### config.mk
export PLATFORM = sky130hd
export DESIGN_NAME = hazard_ctrl_flat
export DESIGN_NICKNAME = d
export VERILOG_FILES = /design/src/rtl/hazard_ctrl_if.sv /design/src/rtl/hazard_ctrl.sv /design/src/flat_wrapper.sv
export SDC_FILE = /design/constraint.sdc
export NUM_CORES = 1
export LEC_CHECK = 0
export ABC_AREA = 0
export CAP_MARGIN = 25
export CELL_PAD_IN_SITES_DETAIL_PLACEMENT = 2
export CELL_PAD_IN_SITES_GLOBAL_PLACEMENT = 2
export CORE_MARGIN = 1.5
export CORE_UTILIZATION = 38
export DETAILED_ROUTE_END_ITERATION = 10
export DONT_BUFFER_PORTS = 1
export GPL_TIMING_DRIVEN = 0
export PLACE_DENSITY_LB_ADDON = 0.1
export SYNTH_ARGS = -nofsm -noshare
export SYNTH_HDL_FRONTEND = slang
export SYNTH_SLANG_ARGS = --single-unit
### constraint.sdc
create_clock -name clk -period 2.1 [get_ports clk]
set_clock_uncertainty 0.05 [all_clocks]
set_input_delay 0.21 -clock clk [delete_from_list [all_inputs] [get_ports clk]]
set_output_delay 0.21 -clock clk [all_outputs]
set_load 0.05 [all_outputs]
### src/rtl/hazard_ctrl_if.sv
// Decode-side bus between the pipeline and hazard_ctrl: the instruction in ID,
// the EX/MEM status flags, and the stall/bubble/flush strobes returned to the pipeline.
interface hazard_ctrl_if #(
  parameter int INSTR_SIZE = 32
);
  // No ready/valid pair is involved: instr_valid qualifies instr_in in the same
  // cycle, and every strobe returned is a level that applies to the next clock edge.
  logic [INSTR_SIZE-1:0] instr_in;
  logic                  instr_valid;
  logic                  branch_taken;
  logic                  mem_busy;
  logic                  stall;
  logic                  chng2nop;
  logic                  flush_if;

  modport master (
    output instr_in, instr_valid, branch_taken, mem_busy,
    input  stall, chng2nop, flush_if
  );

  modport slave (
    input  instr_in, instr_valid, branch_taken, mem_busy,
    output stall, chng2nop, flush_if
  );
endinterface

### src/rtl/hazard_ctrl.sv
// Pipeline hazard controller: 3-deep destination scoreboard plus a RUN/HOLD/FLUSH FSM.
// Define HAZARD_FWD_EN when the datapath forwards from EX/MEM and MEM/WB.
module hazard_ctrl #(
  parameter int STALL_CNT_W = 16
) (
  input  logic                   clk,
  input  logic                   nrst,
  hazard_ctrl_if.slave           hz,
  output logic [STALL_CNT_W-1:0] stall_cnt,
  output logic [1:0]             state_o,
  output logic [20:0]            sb_o
);

  localparam logic [6:0] OP_R     = 7'b0110011;
  localparam logic [6:0] OP_I     = 7'b0010011;
  localparam logic [6:0] OP_LOAD  = 7'b0000011;
  localparam logic [6:0] OP_S     = 7'b0100011;
  localparam logic [6:0] OP_B     = 7'b1100011;
  localparam logic [6:0] OP_JAL   = 7'b1101111;
  localparam logic [6:0] OP_JALR  = 7'b1100111;
  localparam logic [6:0] OP_LUI   = 7'b0110111;
  localparam logic [6:0] OP_AUIPC = 7'b0010111;

  typedef enum logic [1:0] {
    RUN   = 2'd0,
    HOLD  = 2'd1,
    FLUSH = 2'd2
  } state_t;

  typedef struct packed {
    logic       valid;
    logic [4:0] rd;
    logic       is_load;
  } sb_entry_t;

  state_t    state_q, state_d;
  sb_entry_t idex_q, exmem_q, memwb_q;
  sb_entry_t idex_d, exmem_d, memwb_d;
  logic [STALL_CNT_W-1:0] stall_cnt_q, stall_cnt_d;

  logic [6:0] opcode;
  logic [4:0] rd, rs1, rs2;
  logic       use_rs1, use_rs2, wr_rd, dec_load, dec_jal;
  logic       hit1, hit2, hazard;
  logic       stall_raw, nop_raw, flush_raw;
  logic       unused_bits;

  assign opcode      = hz.instr_in[6:0];
  assign rd          = hz.instr_in[11:7];
  assign rs1         = hz.instr_in[19:15];
  assign rs2         = hz.instr_in[24:20];
  assign unused_bits = ^{hz.instr_in[31:25], hz.instr_in[14:12]};

  always_comb begin
    use_rs1  = 1'b0;
    use_rs2  = 1'b0;
    wr_rd    = 1'b0;
    dec_load = 1'b0;
    dec_jal  = 1'b0;
    if (hz.instr_valid) begin
      case (opcode)
        OP_R:          begin use_rs1 = 1'b1; use_rs2 = 1'b1; wr_rd = 1'b1; end
        OP_S, OP_B:    begin use_rs1 = 1'b1; use_rs2 = 1'b1; end
        OP_I, OP_JALR: begin use_rs1 = 1'b1; wr_rd = 1'b1; end
        OP_LOAD:       begin use_rs1 = 1'b1; wr_rd = 1'b1; dec_load = 1'b1; end
        OP_LUI, OP_AUIPC: wr_rd = 1'b1;
        OP_JAL:        begin wr_rd = 1'b1; dec_jal = 1'b1; end
        default: ;
      endcase
    end
  end

  // Entries never hold rd=x0, but the source check keeps x0 reads hazard-free regardless.
  always_comb begin
`ifdef HAZARD_FWD_EN
    hit1 = use_rs1 && (rs1 != 5'd0) && idex_q.valid && idex_q.is_load && (idex_q.rd == rs1);
    hit2 = use_rs2 && (rs2 != 5'd0) && idex_q.valid && idex_q.is_load && (idex_q.rd == rs2);
`else
    hit1 = use_rs1 && (rs1 != 5'd0) &&
           ((idex_q.valid && (idex_q.rd == rs1)) || (exmem_q.valid && (exmem_q.rd == rs1)));
    hit2 = use_rs2 && (rs2 != 5'd0) &&
           ((idex_q.valid && (idex_q.rd == rs2)) || (exmem_q.valid && (exmem_q.rd == rs2)));
`endif
    hazard = hit1 || hit2;
  end

  always_comb begin
    stall_raw = 1'b0;
    nop_raw   = 1'b0;
    flush_raw = 1'b0;
    state_d   = state_q;
    if (hz.mem_busy) begin
      stall_raw = 1'b1;
    end else if (hz.branch_taken) begin
      nop_raw   = 1'b1;
      flush_raw = 1'b1;
    end else if (hazard) begin
      stall_raw = 1'b1;
      nop_raw   = 1'b1;
    end else if (dec_jal) begin
      flush_raw = 1'b1;
    end

    case (state_q)
      RUN: begin
        if (hz.mem_busy)          state_d = HOLD;
        else if (hz.branch_taken) state_d = FLUSH;
      end
      HOLD:    if (!hz.mem_busy) state_d = RUN;
      FLUSH:   state_d = RUN;
      default: state_d = RUN;
    endcase
  end

  // Strobes are forced low while reset is asserted, even with mem_busy high.
  assign hz.stall    = nrst & stall_raw;
  assign hz.chng2nop = nrst & nop_raw;
  assign hz.flush_if = nrst & flush_raw;

  always_comb begin
    idex_d      = idex_q;
    exmem_d     = exmem_q;
    memwb_d     = memwb_q;
    stall_cnt_d = stall_cnt_q;
    if (!hz.mem_busy) begin
      memwb_d = exmem_q;
      exmem_d = idex_q;
      if (nop_raw || !wr_rd || (rd == 5'd0)) idex_d = '0;
      else idex_d = '{valid: 1'b1, rd: rd, is_load: dec_load};
    end
    if (stall_raw && (stall_cnt_q != {STALL_CNT_W{1'b1}}))
      stall_cnt_d = stall_cnt_q + 1'b1;
  end

  always_ff @(posedge clk or negedge nrst) begin
    if (!nrst) begin
      state_q     <= RUN;
      idex_q      <= '0;
      exmem_q     <= '0;
      memwb_q     <= '0;
      stall_cnt_q <= '0;
    end else begin
      state_q     <= state_d;
      idex_q      <= idex_d;
      exmem_q     <= exmem_d;
      memwb_q     <= memwb_d;
      stall_cnt_q <= stall_cnt_d;
    end
  end

  assign stall_cnt = stall_cnt_q;
  assign state_o   = state_q;
  assign sb_o      = {idex_q, exmem_q, memwb_q};

endmodule

### src/flat_wrapper.sv
// flat-port wrapper written by rule: the top's interface ports become plain ports
module hazard_ctrl_flat 
#(
  parameter int STALL_CNT_W = 16
)
  (clk, nrst, stall_cnt, state_o, sb_o, hz_instr_in, hz_instr_valid, hz_branch_taken, hz_mem_busy, hz_stall, hz_chng2nop, hz_flush_if);
  hazard_ctrl_if hz_i ();
  input  logic clk;
  input  logic nrst;
  output logic [STALL_CNT_W-1:0] stall_cnt;
  output logic [1:0] state_o;
  output logic [20:0] sb_o;
  input wire logic [$bits(hz_i.instr_in)-1:0] hz_instr_in;
  input wire logic [$bits(hz_i.instr_valid)-1:0] hz_instr_valid;
  input wire logic [$bits(hz_i.branch_taken)-1:0] hz_branch_taken;
  input wire logic [$bits(hz_i.mem_busy)-1:0] hz_mem_busy;
  output wire logic [$bits(hz_i.stall)-1:0] hz_stall;
  output wire logic [$bits(hz_i.chng2nop)-1:0] hz_chng2nop;
  output wire logic [$bits(hz_i.flush_if)-1:0] hz_flush_if;
  assign hz_i.instr_in = hz_instr_in;
  assign hz_i.instr_valid = hz_instr_valid;
  assign hz_i.branch_taken = hz_branch_taken;
  assign hz_i.mem_busy = hz_mem_busy;
  assign hz_stall = hz_i.stall;
  assign hz_chng2nop = hz_i.chng2nop;
  assign hz_flush_if = hz_i.flush_if;
  hazard_ctrl #(.STALL_CNT_W(STALL_CNT_W)) u_core (.clk(clk), .nrst(nrst), .hz(hz_i), .stall_cnt(stall_cnt), .state_o(state_o), .sb_o(sb_o));
endmodule
# After elaboration in Yosys (flattened, before gate mapping)
# Index checks and enable logic that the tools add are counted.
[word_totals]
elab_cells = 79
ff_bits = 39
inputBits = 37
output_inout_bits = 42
[classes]
bitwise_logic = 3
eq_ne = 17
reduce_logical = 23
mux = 24
n_addsub = 1
[ops]
columns = ["op", "n"]
rows = [
  ["$eq A7 B6 Y1 const B", 3],
  ["$eq A7 B7 Y1 const B", 3],
  ["$eq A5 B5 Y1", 4],
  ["$mux W1", 19],
  ["$add A16 B1 Y16 const B", 1],
  ["$ne A16 B16 Y1 const B", 1],
  ["$eq A7 B5 Y1 const B", 2],
  ["$reduce_bool A5 Y1", 2],
  ["$logic_and A1 B1 Y1", 9],
  ["$eq A7 B2 Y1 const B", 1],
  ["$mux W7", 1],
  ["$reduce_or A7 Y1", 1],
  ["$mux W2", 3],
  ["$reduce_or A6 Y1", 1],
  ["$logic_not A5 Y1", 1],
  ["$logic_or A1 B1 Y1", 5],
  ["$pmux W2 S2", 1],
  ["$and A1 B1 Y1", 3],
  ["$ne A3 B3 Y1 const B", 1],
  ["$reduce_or A3 Y1", 1],
  ["$eq A2 B1 Y1 const B", 1],
  ["$logic_not A2 Y1", 1],
  ["$ne A2 B2 Y1 const B", 1],
  ["$reduce_and A2 Y1", 1],
  ["$logic_not A1 Y1", 1],
]

# Longest topological paths before layout
[depth]
ltp_word = 13
depth_mapped = 8
ltp_nobuf = 7

# Worst setup path before layout
# OpenSTA, ideal clock, no wires.
[synth_timing]
kind = "reg2out"
start = "register u_core.idex_q (netlist bit u_core.sb_o[15])"
end = "output port hz_chng2nop"
arrival_ns = 2.561
n_path_buf = 0
setup_slack_ns = -0.721
path_stages_with_launch = 7
required_ns = 1.840
cell_sequence = "dfrtp_1 -> xnor2_1 -> nand4_1 -> o22ai_1 -> a22oi_2 -> and2b_1 -> nor3b_1"
[synth_via]
elab_chain_cells = 9
word_cells_on_any_way = 13
classes_between = "eq/ne (2); mux (3); bitwise (1); reduce/logical (7)"
[synth_rtl]
columns = ["element", "line_no", "rtl"]
rows = [
  ["start, declared", "hazard_ctrl.sv:37", "sb_entry_t idex_q, exmem_q, memwb_q;"],
  ["start signal, assigned", "hazard_ctrl.sv:144", "idex_q <= idex_d;"],
  ["$eq A5 B5 Y1, on equally long branches", "hazard_ctrl.sv:80, hazard_ctrl.sv:82", ""],
  ["$logic_and A1 B1 Y1, on equally long branches", "hazard_ctrl.sv:80, hazard_ctrl.sv:82", ""],
  ["$logic_or A1 B1 Y1, on equally long branches", "hazard_ctrl.sv:80, hazard_ctrl.sv:82", ""],
  ["$logic_and A1 B1 Y1, on equally long branches", "hazard_ctrl.sv:79, hazard_ctrl.sv:81", ""],
  ["$logic_or A1 B1 Y1 (*)", "hazard_ctrl.sv:84", "hazard = hit1 || hit2;"],
  ["$mux W1 (*)", "hazard_ctrl.sv:97", "end else if (hazard) begin"],
  ["$mux W1 (*)", "hazard_ctrl.sv:94", "end else if (hz.branch_taken) begin"],
  ["$mux W1 (*)", "hazard_ctrl.sv:92", "if (hz.mem_busy) begin"],
  ["$and A1 B1 Y1 (*)", "hazard_ctrl.sv:117", "assign hz.chng2nop = nrst & nop_raw;"],
  ["end, declared", "flat_wrapper.sv:18", "output wire logic [$bits(hz_i.chng2nop)-1:0] hz_chng2nop;"],
]
# Every way passes the cells marked *; elsewhere a longest branch is shown, timed or not.

# Final worst setup path
[layout_timing]
start = "register u_core.exmem_q (netlist bit u_core.sb_o[8])"
end = "output port hz_chng2nop"
[layout_via]
elab_chain_cells = 9
word_cells_on_any_way = 13
classes_between = "eq/ne (2); mux (3); bitwise (1); reduce/logical (7)"
[layout_rtl]
columns = ["element", "line_no", "rtl"]
rows = [
  ["start, declared", "hazard_ctrl.sv:37", ""],
  ["start signal, assigned", "hazard_ctrl.sv:145", "exmem_q <= exmem_d;"],
  ["$eq A5 B5 Y1, on equally long branches", "hazard_ctrl.sv:80, hazard_ctrl.sv:82", ""],
  ["$logic_and A1 B1 Y1, on equally long branches", "hazard_ctrl.sv:80, hazard_ctrl.sv:82", ""],
  ["$logic_or A1 B1 Y1, on equally long branches", "hazard_ctrl.sv:80, hazard_ctrl.sv:82", ""],
  ["$logic_and A1 B1 Y1, on equally long branches", "hazard_ctrl.sv:79, hazard_ctrl.sv:81", ""],
  ["$logic_or A1 B1 Y1 (*)", "hazard_ctrl.sv:84", ""],
  ["$mux W1 (*)", "hazard_ctrl.sv:97", ""],
  ["$mux W1 (*)", "hazard_ctrl.sv:94", ""],
  ["$mux W1 (*)", "hazard_ctrl.sv:92", ""],
  ["$and A1 B1 Y1 (*)", "hazard_ctrl.sv:117", ""],
]
# Marks and branches as above.

==> results.yml <==
synth:
  yosys.area_share.simple: 0.185
  synth_xor_area_frac: 0.144
  synth_fa_ha_area_frac: 0.00625
  avgSynthCellArea_um2: 11.2
  synthDistinctLibCells: 33
  synth_cells: 178
  yosysWarnings: 0
  synth_top_flop_cell: "dfrtp_1"
  synth_edf_count: 0
  syn-num-nets: 216
  muxShareOfSynthArea: 0.0956
  seq_area_frac_synth: 0.488
  syn_area_um2: 2000
  synth_compound_area_frac: 0.0656
  synth_top_family_by_area: "simple AND/OR/NAND/NOR gates"
  async_flop_share: 1.00
  ys_ff_latch: 39
sta:
  clock.fmax_ghz: 0.407
  finalMaxSlewViolations: 0
  setup_viol: 23
  worst_pin_slew_ps: 833
  hold_violations: 0
  rsz0062_at_grt: "true"
  period_needed_ps: 2460
  fin_crit_sh: 1.17
  maxSlewHeadroom: 0.442
  setup_ws_ps: -357
  final.setup.tns_ps: -3030
  hold_ws_ps: 0.760
pwr:
  power_density_nw_per_um2: 814
  irDropWorstVdd_mv: 0.919
  p_clk_frac: 0.297
  switching_share: 0.354
  power.switching_uw: 779
  p_seq_frac: 0.549
  power_frac_comb: 0.154
  p_leak_nw: 1.09
  internal_power_mw: 1.42
drt:
  drt-initial-drc-count: 36
  vias: 1545
  wl_per_cell_um: 23.2
  first_pass_iters: 4
  drt_wl_total_um: 6340
  drcViolationCount: 0
  ant_nets: 0
  viasPerCell: 5.66
clocking:
  clkTransAtPathRegs_ps: 80
  cts-root-buf: "clkbuf_8"
  cts_tree: "yes"
  numClockSinks: 39
  cts_buffers: 5
  htree_levels: 2
  clock_path_buffers: 2
  clk_latency_ps: 290
worst_setup_path:
  cp_max_fo: 5
  critical_path.top_delay_family: "simple AND/OR/NAND/NOR gates"
  path_buf_inv: 0
  arrival_ps: 2200
  slowest_stage: "dfrtp_4"
  worstSetupPathType: "flip-flop to primary output"
  required_ps: 1840
  cpPeakStageDelay_ps: 600
  cp-start-kind: "flip-flop"
  cp_cell_sequence: "xnor2_1 > nand4_1 > o22ai_2 > a22oi_2 > and2b_1 > nor3b_4"
  end_kind: "primary output"
placed_design:
  dp_slack_ps: -388
  portBuffers: 0
  post-dp-hpwl_um: 4200
  routabilityCongestion: 0.783
hold_path:
  hold_path_class: "input port to flip-flop"
die:
  die_h_um: 75.6
  core_um2: 5110
  die-area_um2: 5710
  ios: 79
  initial_core_util: 0.392
  num_rows: 26
  fp.dieW_um: 75.6
global_routing:
  grt_max_degree: 40
  grt_pass1_vias: 1652
  grt_pass1_wl_um: 8820
  antenna_found_initial: 0
  grt_usage: 0.215
  grt-ovfl-total: 0
job:
  cap_violations: 0
cells_and_area:
  area_growth_pct: 34.8
  num_antenna_cells: 0
  final_nets: 240
  drive_gt1_frac: 0.473
  final_cell_mix: "xnor2_1, dfrtp_1, mux2_2, xnor2_2, dfrtp_2"
status:
  status: "finished with violations"
  violations: "setup timing"
synthesized netlist by cell type (all sizes together), types with 2 or more instances:
master / count / share of area
a21oi: 3 / 0.0075
a22o: 6 / 0.026
and3: 10 / 0.031
and4: 3 / 0.013
buf: 3 / 0.0081
clkbuf: 3 / 0.0056
dfrtp: 39 / 0.49
mux2: 17 / 0.096
nand2: 10 / 0.019
nand3: 10 / 0.025
nand4: 10 / 0.031
nor2: 5 / 0.0094
nor2b: 2 / 0.0062
nor3: 3 / 0.0075
nor3b: 2 / 0.0075
o21bai: 2 / 0.0075
o22ai: 2 / 0.0062
or4: 3 / 0.011
xnor2: 33 / 0.14
cell families (layout without fill, tap and decap cells):
group | after synthesis | in the layout
buf+inv | 7 | 32
fa+ha+maj | 1 | 1
flops | 39 | 39
simple gates | 64 | 64
mux | 17 | 17
xor+xnor | 33 | 33
compound gates | 17 | 17
layout make-up:
class,instances,area [um^2]
buffer,6,45.0
clock buffer,6,82.6
clock inverter,2,35.0
fill,505,2410
inverter,1,3.75
multi-input combinational,132,1230
sequential,39,1020
tap,70,87.6
timing repair buffer,17,195
per-layer routing:
metal / global-route usage / wire length (um)
met5: 0 / 0
met4: 0.0496 / 50
met3: 0.0582 / 298
met2: 0.402 / 3610
met1: 0.242 / 2380
worst reg2reg max path, stage by stage (launching register included):
cell and delay, ps:
dfrtp_4 600, xnor2_1 180, nand4_1 140, o22ai_2 160
a22oi_2 120, buf_4 160, o21bai_4 150, buf_6 160
buf_4 110, buf_6 80, buf_6 90, buf_4 100
nand3_2 60, xnor2_1 130
stage by stage:
step	utilization	total power [mW]	instances	area (um^2)
global placement	0.414	1.37	248	2120
detailed placement	0.415	1.39	248	2120
floorplan	-	1.32	178	2030
global route	0.528	2.29	273	2700
CTS	0.471	2.10	260	2400
finish	0.528	2.20	273	2700
worst paths after layout:
check,cells after the start,endpoint,slack [ps],from
worst max-delay path,6,hz_chng2nop,-360,u_core.sb_o[8]
worst min-delay path,1,u_core.sb_o[18],0.8,hz_instr_in[10]
worst max register to register,13,u_core.stall_cnt[4],-300,u_core.sb_o[8]
worst min register to register,1,u_core.stall_cnt[9],630,u_core.stall_cnt[9]
max in group asynchronous,2,u_core.sb_o[15],1430,nrst
min in group asynchronous,2,u_core.sb_o[0],360,nrst
state kept, by name (all words and copies together) (netlist names):
| signal | count |
|---|---|
| u_core.sb_o | 21 |
| u_core.stall_cnt | 16 |
| u_core.state_o | 2 |
timing repair:
action | in CTS | in global routing
hold endpoints to repair | 40 | 1
cloned | 0 | 1
hold buffers | 3 | 1
gates resized for setup | 29 | 38
pin swaps | 4 | 13
endpoints found under the setup margin | 25 | 24
buffers inserted | 1 | 12
power by group through the flow:
stage               combinational (mW)  sequential, mW  clock, mW
detailed placement               0.208            1.18          0
finish                           0.339            1.21      0.652
global route                     0.372            1.22      0.698
floorplan                        0.173            1.15          0
CTS                              0.249            1.19      0.667
global placement                 0.195            1.18          0
Note: power is estimated with default switching activity, not from simulation.
